**src/rtl/enc_dec_link_n.sv**
```systemverilog
// rtl/enc_dec_link_n.sv - two-stage encode->decode link with valid/ready flow and error counting
// Stage 1 encodes the request vector to an index; stage 2 decodes it back to a one-hot grant.
module enc_dec_link_n #(
  parameter int N      = 4,
  parameter int W      = $clog2(N),
  parameter bit STRICT = 1'b0,
  parameter int CW     = 8
) (
  input  logic          clk,
  input  logic          rst_n,
  input  logic          in_valid,
  output logic          in_ready,
  input  logic [N-1:0]  in_req,
  output logic          out_valid,
  input  logic          out_ready,
  output logic [N-1:0]  out_grant,
  output logic [W-1:0]  out_idx,
  output logic          out_err,
  input  logic          clr_cnt,
  output logic [CW-1:0] err_cnt
);

  localparam logic [CW-1:0] CNT_MAX = '1;

  logic         s1_valid;
  logic [W-1:0] s1_idx;
  logic         s1_zero;
  logic         s1_multi;

  logic         s1_adv;
  logic         s2_adv;
  logic         in_xfer;
  logic         out_xfer;
  logic         s1_move;

  logic [W-1:0] enc_idx;
  logic         enc_zero;
  logic         enc_multi;

  logic         dec_err;
  logic [N-1:0] dec_grant;
  logic [W-1:0] dec_idx;

  assign s2_adv   = !out_valid || out_ready;
  assign s1_adv   = !s1_valid || s2_adv;
  assign in_ready = s1_adv;
  assign in_xfer  = in_valid && in_ready;
  assign out_xfer = out_valid && out_ready;
  assign s1_move  = s1_valid && s2_adv;

  // Scan from the top down so the last hit is the lowest set bit.
  always_comb begin
    enc_idx = '0;
    for (int i = N - 1; i >= 0; i--) begin
      if (in_req[i]) enc_idx = W'(i);
    end
  end

  assign enc_zero  = (in_req == '0);
  assign enc_multi = |(in_req & (in_req - N'(1)));

  assign dec_err   = s1_zero || (STRICT && s1_multi);
  assign dec_grant = dec_err ? '0 : (N'(1) << s1_idx);
  assign dec_idx   = dec_err ? '0 : s1_idx;

  always_ff @(posedge clk or negedge rst_n) begin
    if (!rst_n) begin
      s1_valid <= 1'b0;
      s1_idx   <= '0;
      s1_zero  <= 1'b0;
      s1_multi <= 1'b0;
    end else if (s1_adv) begin
      s1_valid <= in_valid;
      if (in_xfer) begin
        s1_idx   <= enc_idx;
        s1_zero  <= enc_zero;
        s1_multi <= enc_multi;
      end
    end
  end

  // Output registers only change on an advance, so a stalled beat stays stable.
  always_ff @(posedge clk or negedge rst_n) begin
    if (!rst_n) begin
      out_valid <= 1'b0;
      out_grant <= '0;
      out_idx   <= '0;
      out_err   <= 1'b0;
    end else if (s2_adv) begin
      out_valid <= s1_valid;
      if (s1_move) begin
        out_grant <= dec_grant;
        out_idx   <= dec_idx;
        out_err   <= dec_err;
      end
    end
  end

  always_ff @(posedge clk or negedge rst_n) begin
    if (!rst_n) begin
      err_cnt <= '0;
    end else if (clr_cnt) begin
      err_cnt <= '0;
    end else if (out_xfer && out_err && (err_cnt != CNT_MAX)) begin
      err_cnt <= err_cnt + CW'(1);
    end
  end

endmodule
```
**config.mk**
```make
export PLATFORM = sky130hd
export DESIGN_NAME = enc_dec_link_n
export DESIGN_NICKNAME = d
export VERILOG_FILES = /design/src/rtl/enc_dec_link_n.sv
export SDC_FILE = /design/constraint.sdc
export NUM_CORES = 1
export LEC_CHECK = 0
export CAP_MARGIN = 20
export CORE_MARGIN = 5
export CORE_UTILIZATION = 25
export CTS_CLUSTER_SIZE = 12
export DETAILED_ROUTE_END_ITERATION = 10
export DONT_BUFFER_PORTS = 1
export PLACE_DENSITY = 0.5
export SETUP_SLACK_MARGIN = 0.4
export SLEW_MARGIN = 20
export SYNTH_ARGS = -nofsm -noshare
export SYNTH_HDL_FRONTEND = slang
export SYNTH_SLANG_ARGS = --single-unit
```
**constraint.sdc**
```tcl
create_clock -name clk -period 1.5 [get_ports clk]
set_input_delay 0.45 -clock clk [delete_from_list [all_inputs] [get_ports clk]]
set_output_delay 0.45 -clock clk [all_outputs]
set_load 0.01 [all_outputs]
```
Word level (Yosys, flattened, before mapping)
Index checks and enable logic that the tools add are counted.
W data, S select, Z words.
{"block": "word_totals", "register_bits": 20, "input_bits": 9, "word_cells": 32}
{"block": "classes", "addsub": 1, "eq_ne": 1, "shift": 1, "mux": 8, "n_reduce_logical": 13}
{"op": "$mux W8", "n": 2}
{"op": "$mux W2", "n": 5}
{"op": "$add A8 B1 Y8 const B", "n": 1}
{"op": "$ne A8 B8 Y1 const B", "n": 1}
{"op": "$logic_and A1 B1 Y1", "n": 5}
{"op": "$logic_not A4 Y1", "n": 1}
{"op": "$mux W4", "n": 1}
{"op": "$reduce_and A2 Y1", "n": 2}
{"op": "$shl A1 B2 Y4 const A", "n": 1}
{"op": "$logic_not A1 Y1", "n": 2}
{"op": "$logic_or A1 B1 Y1", "n": 2}
{"op": "$reduce_bool A2 Y1", "n": 1}

Logic depth before layout (Yosys ltp)
Gate-level depths: netlist of the first run.
{"block": "depth", "depth_word": 5, "ltp_mapped": 5}

Worst setup path before layout of the first run
Ideal clock, no wire load.
{"block": "synth_path", "path_type": "register -> register", "start": "register err_cnt[0]", "end": "register err_cnt[5]", "setup_time_ns": 0.078, "arrival_time_ns": 1.433, "t_required_ns": 1.422, "path_slack_ns": -0.010, "stages_incl_launch_ff": 6, "n_path_buf": 0, "path_cell_list": "dfrtp_1 ha_1 nand3_2 o21ai_4 or4_1 a21oi_1"}
{"block": "synth_between", "elab_chain_cells": 3, "word_cells_on_any_way": 6, "classes_between": "1 x add/sub; 1 x eq/ne; 2 x mux; 2 x reduce/logical"}
{"element": "start: declaration", "line_no": "20", "text": "output logic [CW-1:0] err_cnt"}
{"element": "start signal: assignment", "line_no": "105", "text": "err_cnt <= err_cnt + CW'(1);"}
{"element": "$add A8 B1 Y8 or $ne A8 B8 Y1 (tied branches)", "line_no": "105, 104"}
{"element": "$mux W8 or $logic_and A1 B1 Y1 (tied branches)", "line_no": "104", "text": "end else if (out_xfer && out_err && (err_cnt != CNT_MAX)) begin"}
{"element": "$mux W8 or $reduce_bool A2 Y1 (tied branches)"}
Parallel ways exist; a longest one is shown, timed or not. The select of a mux whose other input is x is not followed.
A chain may end at the register's enable or synchronous reset.

Worst setup path in the final report of the first run
{"block": "layout_path", "start": "register err_cnt[1]", "end": "register err_cnt[5]"}
Same word-level chain as after synthesis.

==> metrics.txt, run 1 <==
Leak=0.547 nW; vias in the first global route=764; Via density=5.02; DR DRC count=0; mapped cell area=922 sq um; I/O Buffers=0; global-route usage over all layers=0.0956; Synth async-reset ratio=1.00; Max Slew Vio Count=0; final antenna diode count=0; WL per Instance=15.6 um; post-route minimum period=1430 ps; Die X=70.7 um; final-report hold violation count=0; Post-Synthesis Cells=91; CP max stage delay=470 ps; Relative slew margins=0.819; post-DP HPWL=1.48 mm; worst-skew pair later-pin latency=260 ps; final wirelength=2.43 mm; htree depth=1; TritonCTS clock tree=yes; die area=5000 sq um; layout cell share with drive strength beyond 1=0.463; unrepaired setup endpoints after global routing=true; Reg clk slew, reported paths=80 ps; largest net degree at the start of global routing=21; Crit path arrival time=1620 ps; starting density of the core=0.256; Seq/Total Area, Yosys=0.543; delay-heaviest family, CP=simple AND/OR/NAND/NOR gates; worst min-delay path category=in2reg; worst vdd ir=0.000578 V; CTS Buf Count=3; Post-Route Setup TNS=0 ps; CP Capture Type=flip-flop; Crit Path Class=reg2reg; Worst Path Buf+Inv=0; Max Root-Sink Buffers=2; setup violators final=0; drt pass-1 iters=4; Core ar.=3610 sq um; routability cong.=0.738; DRT iter0 DRCs=63; PD cells=979 nW/um^2; die span in y=70.7 um; Layout area overhead=46.8%; critical path launch point type=flip-flop; mean area per synthesized cell=10.1 sq um; Cell Chain, Critical Path=ha_4 > nand3_4 > o21ai_4 > or4_1 > a21oi_2; EDFF count, synth=0; Main synth FF type=dfrtp_1; Post-Layout Cell Count=156; FMAX=0.698 GHz; DR vias=783; clock root buffer=clkbuf_8; count of different cell masters after synthesis=26; # rows=22; final net count=119; worst slew pin tran=270 ps; status=completed; io pins=26; YS warnings=0; clk_skew=2.12 ps; syn nets=101; total global routing overflow=0; clock sinks=20; Placed Cells=143; CP Data Required Time=1690 ps; part of the cycle the worst path needs=0.955; register bit total from synthesis=20; cell at the slowest stage of the critical path=dfrtp_2; Crit Path Max Fanout=4; Maximum Capacitance Violations=0; Detail Route Antenna Nets=0; antenna violations before repair=0; first-pass GRT wire length=3.82 mm
==> cells in the mapped netlist, types with 2 or more instances <==
master	instances	area [sq um]
nor4_1	2	12.5
nor3_1	2	10.0
a21oi_1	4	20.0
mux2i_1	2	20.0
o31ai_1	5	37.5
a211oi_1	2	15.0
buf_1	2	7.51
o21ai_0	4	20.0
nand2_1	15	56.3
nand3_2	2	20.0
nand2b_1	4	25.0
dfrtp_1	20	500
o41ai_1	3	26.3
inv_1	2	7.51
nor2_1	10	37.5
nand3_1	2	10.0
==> layout by cell type, fill, tap and decap left out, types with 2 or more instances in the layout <==
cell	n
clkbuf_8	3
nand2_1	12
a21oi_1	2
nand2b_1	3
o21ai_0	3
buf_6	5
nor3_2	2
nand3_2	2
nand2_2	2
nor2_1	9
a211oi_1	2
o31ai_1	2
inv_1	2
buf_12	2
buf_4	7
dfrtp_2	8
a21oi_2	2
mux2i_1	2
o31ai_2	3
o41ai_2	2
dfrtp_1	12
==> state kept, by name, indices dropped and copies added, names as in the netlist <==
register and cells:
err_cnt 8, out_grant 4, out_idx 2, s1_idx 2
dec_err 1, out_err 1, out_valid 1, s1_valid 1
==> per-stage QoR <==
stage               area (sq um)   util  hold slack (ps)  setup WS, ps  power, mW
floorplan                    986      -              154           129      0.707
global placement            1080  0.299              155          95.6      0.729
detailed placement          1080  0.299              155          67.3      0.731
CTS                         1260  0.350             -137           108       1.31
global route                1350  0.375              213          9.63       1.39
finish                      1350  0.375              229          68.0       1.33
==> logic make-up after synthesis <==
family / count (synthesis) / synth area share
AND/OR/NAND/NOR: 42 / 0.228
multiplexers: 3 / 0.0339
buffers and inverters: 4 / 0.0163
AO/OA/AOI/OAI: 20 / 0.156
flip-flops: 20 / 0.543
XOR/XNOR: 1 / 0.00950
adder cells (fa/ha/maj): 1 / 0.0136
==> per-layer routing <==
| metal | vias to the layer above | global-route usage | share of wire |
|---|---|---|---|
| met2 | 33 | 0.150 | 0.51 |
| met1 | 383 | 0.110 | 0.38 |
| met5 | - | 0 | 0 |
| met4 | 0 | 0.0313 | 0.0078 |
| met3 | 2 | 0.0540 | 0.10 |
| li1 | 365 | - | - |
==> power breakdown <==
part | switching [mW] | leakage, nW | internal (mW) | total, mW
combinational | 0.0770 | 0.258 | 0.0698 | 0.147
clock | 0.192 | 0.0357 | 0.356 | 0.548
sequential | 0.0522 | 0.253 | 0.579 | 0.631
==> layout make-up <==
| class | count | area (sq um) |
|---|---|---|
| Fill cell | 358 | 2250 |
| Tap cell | 48 | 60.1 |
| Clock inverter | 1 | 30.0 |
| Multi-Input combinational cell | 67 | 546 |
| Inverter | 2 | 7.51 |
| Sequential cell | 20 | 510 |
| Clock buffer | 3 | 41.3 |
| Timing Repair Buffer | 15 | 159 |
==> path summary, 6_finish.rpt <==
path                                        start                       end  slack (ps)  cells past startpoint
min reg2reg                 s1_idx[1]$_DFFE_PN0P_  out_grant[0]$_DFFE_PN0P_         560                      1
max                        err_cnt[1]$_DFFE_PN0P_    err_cnt[5]$_DFFE_PN0P_          70                      5
min                                       clr_cnt    err_cnt[3]$_DFFE_PN0P_         230                      1
max reg2reg                err_cnt[1]$_DFFE_PN0P_    err_cnt[5]$_DFFE_PN0P_          70                      5
max in group asynchronous                   rst_n     out_valid$_DFFE_PN0N_         740                      2
min in group asynchronous                   rst_n    err_cnt[6]$_DFFE_PN0P_         610                      2
==> timing repair <==
item / 4_1_cts / 5_1_grt
endpoints found under the hold margin: 20 / 20
setup endpoints to repair: 31 / 34
gates resized for setup: 12 / 13
pin swaps: 8 / 3
setup buffers: 7 / 0
Power figures use the tool's default switching activity.
==> run 2: changes to the inputs <==
--- a/config.mk
+++ b/config.mk
@@ -13,7 +13,6 @@
 export DONT_BUFFER_PORTS = 1
 export PLACE_DENSITY = 0.5
 export SETUP_SLACK_MARGIN = 0.4
-export SLEW_MARGIN = 20
 export SYNTH_ARGS = -nofsm -noshare
 export SYNTH_HDL_FRONTEND = slang
 export SYNTH_SLANG_ARGS = --single-unit
==> results of run 2 <==
Same layout as run 1: the final DEF is identical, and so are final timing and power.
==> run 3: changes to the inputs <==
--- a/config.mk
+++ b/config.mk
@@ -5,6 +5,7 @@
 export SDC_FILE = /design/constraint.sdc
 export NUM_CORES = 1
 export LEC_CHECK = 0
+export ABC_CLOCK_PERIOD_IN_PS = 1500
 export CAP_MARGIN = 20
 export CORE_MARGIN = 5
 export CORE_UTILIZATION = 25
==> results of run 3 <==
Same layout as run 1: the final DEF is identical, and so are final timing and power.
